--- src/rtl/detect_frame_counter.sv ---
// detect_frame_counter: counts detector hits per frame of qualified bits
// and hands each frame count to a host over a valid/ready holding register.
//
// Ports:
//   clk        in   rising-edge clock
//   reset      in   synchronous active-high reset
//   bit_en     in   qualifies one serial bit
//   y_in       in   detector pulse, sampled when bit_en=1
//   cnt_ready  in   host accepts cnt_data
//   clr_ovr    in   clears overrun (and peak_cnt when enabled)
//   cnt_valid  out  holding register contains a frame result
//   cnt_data   out  saturated hit count of the held frame
//   cnt_sat    out  held frame saturated
//   overrun    out  sticky, a frame result was dropped
//   peak_cnt   out  max frame count since reset (DETECT_FRAME_PEAK_EN only)
//
// Optional feature macro: DETECT_FRAME_PEAK_EN
module detect_frame_counter #(
    parameter int FRAME_LEN = 16,
    parameter int CNT_W     = 8
) (
    input  logic             clk,
    input  logic             reset,
    input  logic             bit_en,
    input  logic             y_in,
    input  logic             cnt_ready,
    input  logic             clr_ovr,
    output logic             cnt_valid,
    output logic [CNT_W-1:0] cnt_data,
    output logic             cnt_sat,
    output logic             overrun
`ifdef DETECT_FRAME_PEAK_EN
    ,
    output logic [CNT_W-1:0] peak_cnt
`endif
);

    localparam int POS_W = $clog2(FRAME_LEN);
    localparam logic [POS_W-1:0] LAST = POS_W'(FRAME_LEN - 1);
    localparam logic [CNT_W-1:0] MAXV = '1;

    typedef enum logic {
        EMPTY = 1'b0,
        FULL  = 1'b1
    } state_t;

    state_t           r_state;
    logic [POS_W-1:0] r_pos;
    logic [CNT_W-1:0] r_hits;
    logic             r_sat;
    logic [CNT_W-1:0] r_data;
    logic             r_data_sat;
    logic             r_ovr;

    logic             w_close;
    logic             w_at_max;
    logic [CNT_W-1:0] w_final;
    logic             w_final_sat;

    assign w_close  = bit_en && (r_pos == LAST);
    assign w_at_max = (r_hits == MAXV);

    // Close-cycle hit is folded into the frame result, saturating.
    assign w_final     = (y_in && !w_at_max) ? r_hits + CNT_W'(1) : r_hits;
    assign w_final_sat = r_sat || (y_in && w_at_max);

    always_ff @(posedge clk) begin
        if (reset) begin
            r_pos  <= '0;
            r_hits <= '0;
            r_sat  <= 1'b0;
        end else if (bit_en) begin
            if (w_close) begin
                r_pos  <= '0;
                r_hits <= '0;
                r_sat  <= 1'b0;
            end else begin
                r_pos <= r_pos + POS_W'(1);
                if (y_in) begin
                    if (w_at_max) r_sat <= 1'b1;
                    else          r_hits <= r_hits + CNT_W'(1);
                end
            end
        end
    end

    always_ff @(posedge clk) begin
        if (reset) begin
            r_state    <= EMPTY;
            r_data     <= '0;
            r_data_sat <= 1'b0;
            r_ovr      <= 1'b0;
        end else begin
            // Clear first so a same-cycle overrun set takes priority.
            if (clr_ovr) r_ovr <= 1'b0;
            unique case (r_state)
                EMPTY: begin
                    if (w_close) begin
                        r_state    <= FULL;
                        r_data     <= w_final;
                        r_data_sat <= w_final_sat;
                    end
                end
                FULL: begin
                    if (w_close) begin
                        if (cnt_ready) begin
                            r_data     <= w_final;
                            r_data_sat <= w_final_sat;
                        end else begin
                            r_ovr <= 1'b1;
                        end
                    end else if (cnt_ready) begin
                        r_state <= EMPTY;
                    end
                end
            endcase
        end
    end

    assign cnt_valid = (r_state == FULL);
    assign cnt_data  = r_data;
    assign cnt_sat   = r_data_sat;
    assign overrun   = r_ovr;

`ifdef DETECT_FRAME_PEAK_EN
    logic [CNT_W-1:0] r_peak;

    // Tracks every close, dropped or not; a close wins over clr_ovr.
    always_ff @(posedge clk) begin
        if (reset) begin
            r_peak <= '0;
        end else if (w_close) begin
            if (clr_ovr || (w_final > r_peak)) r_peak <= w_final;
        end else if (clr_ovr) begin
            r_peak <= '0;
        end
    end

    assign peak_cnt = r_peak;
`endif

endmodule

--- config.mk ---
export PLATFORM = sky130hd
export DESIGN_NAME = detect_frame_counter
export DESIGN_NICKNAME = d
export VERILOG_FILES = /design/src/rtl/detect_frame_counter.sv
export SDC_FILE = /design/constraint.sdc
export NUM_CORES = 1
export LEC_CHECK = 0
export BUFFER_PORTS_ARGS = -buffer_cell sky130_fd_sc_hd__buf_2
export CORE_MARGIN = 2
export CORE_UTILIZATION = 30
export DETAILED_ROUTE_END_ITERATION = 7
export HOLD_SLACK_MARGIN = 0.03
export PLACE_DENSITY = 0.55
export SETUP_SLACK_MARGIN = 0.05
export SLEW_MARGIN = 10
export SYNTH_ARGS = -nofsm -noshare
export SYNTH_HDL_FRONTEND = slang
export SYNTH_SLANG_ARGS = --single-unit
--- constraint.sdc ---
create_clock -name clk -period 2.37 [get_ports clk]
set_input_delay 0.237 -clock clk [delete_from_list [all_inputs] [get_ports clk]]
set_output_delay 0.237 -clock clk [all_outputs]
set_load 0.05 [all_outputs]
==> results.md, run 1 <==
- crit share post-route: 0.7160
- fraction of layout cells with a size suffix above 1: 0.1600
- clk root buf: clkbuf_8
- status: finished, final reports clean
- vias in the first global route: 883
- clock-pin transition on the worst setup and hold timing paths: 90 ps
- kind of capture point of the worst setup path: flop
- diode count: 0
- termination of the worst setup path: cnt_data[3]
- count of final setup violators: 0
- vertical extent of the die: 66.18 µm
- clock tree buffer depth: 2
- fin cells: 198
- fraction of the yosys area taken by sequential cells: 0.4142
- overall track demand over capacity in global routing: 0.1143
- most area-consuming cells after synthesis: dfxtp_1 41%, nor2_1 7.1%, xor2_1 5.3%, a21oi_1 4.3%, a211oi_1 3.9%
- Power per Cell Area: 608.4 nW/µm²
- final-stage net count: 159
- WP data arrival: 1880 ps
- num ports: 17
- Core Area: 3689 µm²
- most area-hungry cell type in the Yosys netlist: dfxtp_1
- measured slew at the worst slew-check pin: 397.5 ps
- post-detailed-routing wire length: 2337 µm
- final slew viol count: 0
- Worst Path Class, Setup: flop to flop
- Area growth, synth to finish: 14.13%
- Worst Reg2Reg Path Length in Cells: 5
- worst path cell trace: ha_1 -> nand3_1 -> o21ai_0 -> xor2_1 -> a211oi_1
- # H-tree levels: 1
- capture point of the worst reg-to-reg path: cnt_data[3]
- post-synthesis sequential element count: 24
- max frequency: 589.3 MHz
- count of placed standard cells including taps: 194
- count of antenna-violating nets left after detailed routing: 0
- die width: 66.18 µm
- number of DRC violations after detailed routing: 0
- max capacitance violation total: 0
- global-route wire length before repair: 3767 µm
- CP Launch Type: flop
- Routed WL per cell: 11.80 µm
- worst min-delay path category: input pin to flop
- Final Wtd Congestion: 0.9103
- unrepaired setup endpoints after global routing: false
- clock sinks: 24
- Via-to-Cell Ratio: 5.086
- area of the die: 4380 µm²
- Crit path largest cell delay: 430 ps
- FF-to-FF Start: r_hits[0]
- final critical delay including setup and external delays: 1697 ps
- Slew headroom: 0.7350
- clock tree from TritonCTS: built
- drt first-iter violations: 29
- post-CTS repair timing setup buffer count: 0
- Worst-Skew Late Latency: 270 ps
- per-instance average area after synthesis: 8.344 µm²
- estimated wirelength of the detail-placed design: 1758 µm
- Post-Syn Instances: 139
- number of buffers created by CTS: 3
- cell type of the slowest stage on the worst timing path: dfxtp_1
- setup clock skew after layout: 7.526 ps
- area share of the largest cell type after synthesis: 0.4142
- worst-case register-to-register setup slack: 670 ps
- count of different cell masters after synthesis: 32
- cell area after synthesis: 1160 µm²
- Synth warnings: 0
- initial cell density of the core: 0.3145
- final-layout setup total negative slack: 0 ps
- number of hold-repair buffers added at the cts stage: 0
- Required @ worst endpoint: 2550 ps
- Worst VDD drop: 0.0002661 V
- total number of placement rows: 22
- total count of hold-check failures in the final report: 0
- Static Leak: 0.4975 nW
- launching instance or port of the critical path: r_hits[0]
- vias after detailed routing: 1007
- critical path fanouts, max: 8
- WHS: 281.2 ps
- cts repair resizes: 0
- number of iterations in the first detailed-routing pass: 4
- synthesized net count: 147
- overflow left after global routing: 0
- number of antenna violations at the first check in global routing: 0
- buffers added on ports: 16
- pin count of the biggest net entering global routing: 16
[cells in the mapped netlist, drive strengths merged]
cell type,number
a211oi,6
a21oi,10
a31oi,2
a41oi,1
and2,2
and4,3
buf,6
clkbuf,4
dfxtp,24
ha,2
inv,2
mux2,1
mux2i,4
nand2,10
nand2b,1
nand3,5
nand4,4
nor2,22
nor2b,2
nor3,2
o211ai,1
o21ai,9
o21bai,1
o31ai,2
o41ai,1
or3,4
or4,1
xor2,7
[cells in the final DEF, fill, tap and decap left out, types with 2 or more instances in the layout]
cell      count
a211oi_1      6
a21oi_1      10
a31oi_1       2
and2_1        2
and4_1        3
buf_2        16
clkbuf_8      3
dfxtp_1      24
ha_1          2
inv_1         2
mux2i_1       4
nand2_1      10
nand3_1       4
nand4_1       4
nor2_1       22
nor2b_1       2
nor3_1        2
o21ai_0       7
o31ai_1       2
or3_1         4
xor2_1        7
[where the power goes]
part	switching [mW]	internal (mW)	leakage, nW	total [mW]
combinational	0.0233	0.0142	0.268	0.0375
sequential	0.00579	0.408	0.194	0.414
clock	0.128	0.226	0.0357	0.354
[routing by layer]
metal,part of all wire,GRT usage,up-vias
li1,-,-,516
met1,0.45,0.1338,459
met2,0.47,0.1925,27
met3,0.051,0.02044,5
met4,0.025,0.06888,0
met5,0,0,-
[state kept, by name (all words and copies together) (netlist names)]
signal and flops:
r_sat 1, cnt_sat 1, overrun 1, cnt_valid 1, r_hits 8, cnt_data 8, r_pos 4
[through the flow]
step / cell area [µm²] / power [mW] / utilization / worst slack (ps)
after CTS: 1324 / 0.8188 / 0.3589 / 672.8
after floorplan: 1160 / 0.4499 / - / 771.4
after detailed placement: 1252 / 0.4612 / 0.3396 / 682.1
after global placement: 1252 / 0.4590 / 0.3396 / 723.7
final: 1324 / 0.8054 / 0.3589 / 673.2
after global routing: 1324 / 0.8322 / 0.3589 / 482.8
[critical path, delay by kind of cell (launching register included)]
kind,cells,cell delay [ps]
adders and majority gates,1,320
and+or+nand+nor,1,190
AOI/OAI and AO/OA,2,550
DFF,1,430
xor gates and xnor gates,1,120
[final cells by class]
cell class | instances | area [µm²]
clock buffers | 3 | 41.29
well taps | 48 | 60.06
inverters | 2 | 7.507
multi-input cells | 103 | 616.8
flip-flops and latches | 24 | 480.5
fillers | 403 | 2365
repair buffers | 17 | 87.58
clock inverters | 1 | 30.03
[worst min-delay path by stage]
stage / slack (ps) / to / cells after the start / start
finish: 280 / overrun / 4 / clr_ovr
global route: 330 / cnt_data[2] / 2 / reset
CTS: 270 / overrun / 4 / clr_ovr
detailed placement: 470 / cnt_data[2] / 2 / cnt_data[2]
global placement: 450 / r_sat / 2 / r_sat
floorplan: 310 / cnt_data[6] / 1 / reset
[logic make-up (layout without fill, tap and decap cells)]
family	after synthesis	in the layout	synth area share
buffers and inverters	12	23	0.05394
multiplexers	5	5	0.04423
flip-flops	24	24	0.4142
AO/OA/AOI/OAI	33	33	0.1758
XOR/XNOR	7	7	0.05286
AND/OR/NAND/NOR	56	56	0.2373
adder cells (fa/ha/maj)	2	2	0.02157
Power figures use the tool's default switching activity.
==> run 2: changes to the inputs <==
Clock period 2.37 ns to 1.7 ns, I/O delays scaled along.
==> run 2 against run 1 <==
- design area rose by 2.9%
- die area unchanged
- worst setup slack worse by 500 ps
- final cell count grew 1.0%
- core utilization increased by 1.1 points
- clock skew down 2.9 ps
==> results.md, run 2 (synthesis results as in run 1) <==
- setup clock skew after layout: 4.634 ps, -2.892 ps
- crit share post-route: 0.8963, +0.1803
- Core Area: 3689 µm², unchanged
- Final Wtd Congestion: 0.9107, about the same
- worst path cell trace: ha_1 -> and4_1 -> nand3_1 -> mux2i_1 -> a211oi_1
- unrepaired setup endpoints after global routing: false
- status: finished, final reports clean
- kind of cell with the highest combined delay on the critical path: flip-flops
- clock-pin transition on the worst setup and hold timing paths: 90 ps, about the same
- vertical extent of the die: 66.18 µm, unchanged
- overflow left after global routing: 0, unchanged
- number of hold-repair buffers added at the cts stage: 0, unchanged
- Crit path largest cell delay: 420 ps, about the same
- fin area: 1363 µm², +2.9%
- placed standard-cell area: 1267 µm², +1.2%
- estimated wirelength of the detail-placed design: 1763 µm, +0.28%
- startpoint of the worst hold path: clr_ovr
- Via-to-Cell Ratio: 5.005, -1.6%
- measured slew at the worst slew-check pin: 369.6 ps, -27.95 ps
- die width: 66.18 µm, unchanged
- clock sinks: 24, unchanged
- launching instance or port of the critical path: r_hits[1]
- Worst Path Class, Setup: flop to flop
- Static Leak: 0.5137 nW, +3.3%
- total number of placement rows: 22, unchanged
- Power per Cell Area: 831.5 nW/µm², +37%
- max capacitance violation total: 0, unchanged
- clk root buf: clkbuf_8
- Worst VDD drop: 0.0002515 V, -5.5%
- critical path fanouts, max: 5, -3
- Routed WL per cell: 11.94 µm, +1.1%
- clock tree buffer depth: 2, unchanged
- kind of capture point of the worst setup path: flop
- area of the die: 4380 µm², unchanged
- worst min-delay path category: input pin to flop
- initial cell density of the core: 0.3145, unchanged
- number of DRC violations after detailed routing: 0, unchanged
- Worst-Skew Late Latency: 270 ps, about the same
- final slew viol count: 0, unchanged
- buffers added on ports: 16, unchanged
- final critical delay including setup and external delays: 1524 ps, -173.2 ps
- number of iterations in the first detailed-routing pass: 4, unchanged
- total count of hold-check failures in the final report: 0, unchanged
- vias after detailed routing: 1001, -0.60%
- fraction of layout cells with a size suffix above 1: 0.2171, +0.05711
- FF-to-FF Start: r_hits[1]
- Required @ worst endpoint: 1890 ps, -660 ps
- WP data arrival: 1710 ps, -170 ps
- clock tree from TritonCTS: built
- count of final setup violators: 0, unchanged
- CP bufs+invs: 0, unchanged
- max frequency: 656.3 MHz, +11%
- num ports: 17, unchanged
- vias in the first global route: 899, +1.8%
- number of buffers created by CTS: 3, unchanged
- WHS: 204.1 ps, -77.14 ps
- Slew headroom: 0.7536, +0.01864
- post-detailed-routing wire length: 2387 µm, +2.1%
- pin count of the biggest net entering global routing: 16, unchanged
- post-CTS repair timing setup buffer count: 0, unchanged
- # H-tree levels: 1, unchanged
- count of antenna-violating nets left after detailed routing: 0, unchanged
- CP Launch Type: flop
- cell type of the slowest stage on the worst timing path: dfxtp_1
- most frequent cells in the layout: 22 x nor2_1, 20 x dfxtp_1, 16 x buf_2, 10 x a21oi_1, 9 x nand2_1
- overall track demand over capacity in global routing: 0.1181, +0.003791
- number of antenna violations at the first check in global routing: 0, unchanged
- final-layout setup total negative slack: 0 ps, unchanged
- diode count: 0, unchanged
- global-route wire length before repair: 3967 µm, +5.3%
- drt first-iter violations: 19, -34%
- Area growth, synth to finish: 17.48%
- most common library cell in the layout ignoring fill and taps: nor2_1
- final-stage net count: 161, +1.3%
-- run 2: cell types whose count changed in the layout (fill, tap and decap cells not counted), sizes merged --
cell | previous run | this run
buf | 17 | 19
-- run 2: power breakdown --
part           switching [mW]  leakage (nW)  internal, mW  total [mW]
clock                   0.187        0.0357         0.315       0.502
combinational          0.0329         0.282        0.0210      0.0539
sequential            0.00821         0.196         0.569       0.577
total                   0.228         0.514         0.905        1.13
-- run 2: routing by layer --
layer | up-vias | track usage | part of all wire
met5 | - | 0 | 0
met4 | 0 | 0.06888 | 0.026
met3 | 5 | 0.02555 | 0.031
met2 | 18 | 0.1775 | 0.45
met1 | 456 | 0.1542 | 0.49
li1 | 522 | - | -
-- run 2: path summary, 6_finish.rpt --
check        depth (start not counted)  slack [ps]           to
min reg2reg                          2         480        r_sat
max reg2reg                          5         180  cnt_data[6]
max                                  5         180  cnt_data[6]
min                                  4         200      overrun
-- run 2: worst register-to-register path, cell delays in order, from the launching register on --
cell      delay [ps]
dfxtp_1          420
ha_1             270
and4_1           280
nand3_1          110
mux2i_1          130
a211oi_1         230
-- run 2: final cells by class --
class,count,area (µm²)
Fill cell,388,2326
Multi-Input combinational cell,103,635.6
Sequential cell,24,485.5
Timing Repair Buffer,19,102.6
Tap cell,48,60.06
Clock buffer,3,41.29
Clock inverter,1,30.03
Inverter,2,7.507
-- run 2: through the flow --
| step | power [mW] | instances | worst slack (ps) | utilization |
|---|---|---|---|---|
| 2_1_floorplan | 0.6272 | 139 | 101.4 | - |
| 3_3_place_gp | 0.6403 | 196 | 81.28 | 0.3436 |
| 3_5_place_dp | 0.6430 | 196 | 103.3 | 0.3436 |
| 4_1_cts | 1.145 | 200 | 77.89 | 0.3630 |
| 5_1_grt | 1.183 | 200 | 23.38 | 0.3694 |
| 6_report | 1.133 | 200 | 176.4 | 0.3694 |
-- run 2: what timing repair did --
action | in CTS | in global routing
hold endpoints to repair | 0 | 0
gates resized for setup | 0 | 9
endpoints found under the setup margin | 0 | 11
==> run 3: changes to the inputs <==
Settings changed: ABC_AREA from default to 1.
==> run 3 against run 2 <==
- fmax increased by 4.6%
- sequential power about the same
- core utilization is 1.2 points lower
- via count increased by 7.6%
- critical endpoint is now cnt_data[4]
- clock power shrank 20%
- die area increased by 5.5%
- synthesized cell count grew 24%
- non-clock buffer count unchanged
- final cell count grew 21%
==> results.md, run 3 <==
- fillers: 436, +12%
- area share of the largest cell type after synthesis: 0.3914, -0.02280
- clock tree from TritonCTS: built
- drt first-iter violations: 59, +40
- count of antenna-violating nets left after detailed routing: 0, unchanged
- die width: 67.97 µm, +2.7%
- placed standard-cell area: 1361 µm², +7.4%
- CP Launch Type: flop
- combined area of the multi-input logic cells: 625.6 µm², -1.6%
- area occupied by registers: 483.0 µm², -0.52%
- measured slew at the worst slew-check pin: 249.6 ps, -119.9 ps
- Worst VDD drop: 0.0003755 V, +49%
- Slew headroom: 0.8330, +0.07935
- clock sinks: 24, unchanged
- clock-pin transition on the worst setup and hold timing paths: 90 ps, about the same
- vertical extent of the die: 67.97 µm, +2.7%
- diode count: 0, unchanged
- setup clock skew after layout: 3.060 ps, -1.574 ps
- most area-hungry cell type in the Yosys netlist: dfxtp_1
- Via-to-Cell Ratio: 4.450, -11%
- Core Area: 3971 µm², +7.7%
- Worst Path Class, Setup: flop to flop
- WP data arrival: 1640 ps, -70 ps
- vias in the first global route: 914, +1.7%
- fraction of layout cells with a size suffix above 1: 0.1823, -0.03481
- num ports: 17, unchanged
- Synth warnings: 0, unchanged
- post-detailed-routing wire length: 2644 µm, +11%
- estimated wirelength of the detail-placed design: 1999 µm, +13%
- share of synthesized registers carrying an async set or reset: 0, unchanged
- number of antenna violations at the first check in global routing: 0, unchanged
- number of buffers created by CTS: 3, unchanged
- post-placement setup slack: 163.4 ps, +60.10 ps
- Final Core Density: 0.3573, -0.01212
- pin count of the biggest net entering global routing: 16, unchanged
- area of the die: 4619 µm², +5.5%
- total count of hold-check failures in the final report: 0, unchanged
- number of DRC violations after detailed routing: 0, unchanged
- count of different cell masters after synthesis: 24, -25%
- Worst-Skew Late Latency: 270 ps, about the same
- max frequency: 686.8 MHz, +4.6%
- Area growth, synth to finish: 15.60%
- overall track demand over capacity in global routing: 0.1280, +0.009860
- worst min-delay path category: input pin to flop
- kind of capture point of the worst setup path: flop
- vias after detailed routing: 1077, +7.6%
- Required @ worst endpoint: 1880 ps, about the same
- most common library cell in the layout ignoring fill and taps: nand2_1
- fin area: 1419 µm², +4.1%
- crit share post-route: 0.8565, -0.03972
- number of hold-repair buffers added at the cts stage: 0, unchanged
- unrepaired setup endpoints after global routing: false
- Power per Cell Area: 738.6 nW/µm², -11%
- clock tree buffer depth: 2, unchanged
- Post-synth top cells: 42 x nand2_1, 25 x nor2_1, 24 x dfxtp_1
- synthesized net count: 181, +23%
- final slew viol count: 0, unchanged
- overflow left after global routing: 0, unchanged
- total number of placement rows: 23, +4.5%
- Routed WL per cell: 10.93 µm, -8.5%
- FF-to-FF Start: r_hits[1]
- critical path fanouts, max: 9, +4
- Post-Syn Instances: 173, +24%
- count of final setup violators: 0, unchanged
- number of enable-type register cells in the synthesized netlist: 0, unchanged
- final-stage net count: 201, +25%
- clk root buf: clkbuf_8
- most area-consuming cells after synthesis: dfxtp_1 39%, nand2_1 13%, nand3_1 8.6%, nor2_1 7.6%, inv_1 6.1%
- final-layout setup total negative slack: 0 ps, unchanged
- WHS: 138.1 ps, -66.01 ps
- global-route wire length before repair: 4388 µm, +11%
- Static Leak: 0.6674 nW, +30%
- final critical delay including setup and external delays: 1456 ps, -67.53 ps
- # H-tree levels: 1, unchanged
- initial cell density of the core: 0.3091, -0.005377
- cell with the most instances after synthesis: nand2_1
- number of iterations in the first detailed-routing pass: 4, unchanged
- fraction of the yosys area taken by sequential cells: 0.3914, -0.02280
- worst path setup slack after routing: 243.9 ps, +67.53 ps
- Final Wtd Congestion: 0.8396, -7.8%
- cell area after synthesis: 1227 µm², +5.8%
- most frequent cells in the layout: 42 x nand2_1, 25 x nor2_1, 22 x dfxtp_1, 21 x nand3_1, 20 x inv_1
- post-synthesis sequential element count: 24, unchanged
- max capacitance violation total: 0, unchanged
- startpoint of the worst hold path: clr_ovr
- buffers added on ports: 16, unchanged
- status: finished, final reports clean
- launching instance or port of the critical path: r_hits[1]
- per-instance average area after synthesis: 7.095 µm², -15%
- dominant register cell in the synthesized netlist: dfxtp_1
[run 3: where the power goes]
group / internal [mW] / switching (mW) / total [mW]
Clock: 0.207 / 0.194 / 0.401
Combinational: 0.0222 / 0.0453 / 0.0676
Sequential: 0.571 / 0.00862 / 0.580
[run 3: through the flow]
step                cells  power [mW]
floorplan             173      0.6386
global placement      238      0.6596
detailed placement    238      0.6609
CTS                   242       1.064
global route          242       1.091
finish                242       1.048
[run 3: per-layer routing]
layer | vias to the layer above | track usage | routed length (µm)
met5 | - | 0 | 0
met4 | 0 | 0.03750 | 36
met3 | 5 | 0.03783 | 108
met2 | 17 | 0.2100 | 1245
met1 | 467 | 0.1618 | 1253
li1 | 588 | - | -
[run 3: critical path, stage by stage, from the launching register on]
cell and delay, ps:
dfxtp_2 370, ha_1 190, nand2_2 100, nor2_4 120, nand2_1 100, nand2_4 130, inv_4 80, nand2_1 110
nand3_1 80, nand2_1 60, inv_1 30
[run 3: final cells by class]
class	instances	area share
sequential	24	0.3404
clock buffer	4	0.03880
tap	50	0.04409
inverter	22	0.06349
multi-input combinational	123	0.4409
timing repair buffer	19	0.07231
[run 3: final timing paths]
path	end	slack (ps)	cells past startpoint
setup / recovery	cnt_data[4]	240	10
setup reg to reg	cnt_data[4]	240	10
hold reg to reg	r_sat	460	2
hold / removal	overrun	140	4
[run 3: cell families after synthesis]
family	share of synthesized area
AOI/OAI and AO/OA	0.08563
buffers and inverters	0.09887
DFF	0.3914
adders and majority gates	0.02038
xor gates and xnor gates	0.02141
and+or+nand+nor	0.3823
[run 3: what timing repair did]
action | in CTS | in global routing
setup endpoints to repair | 0 | 2
buffers inserted | 0 | 0
gates resized for setup | 0 | 2
hold endpoints to repair | 0 | 0
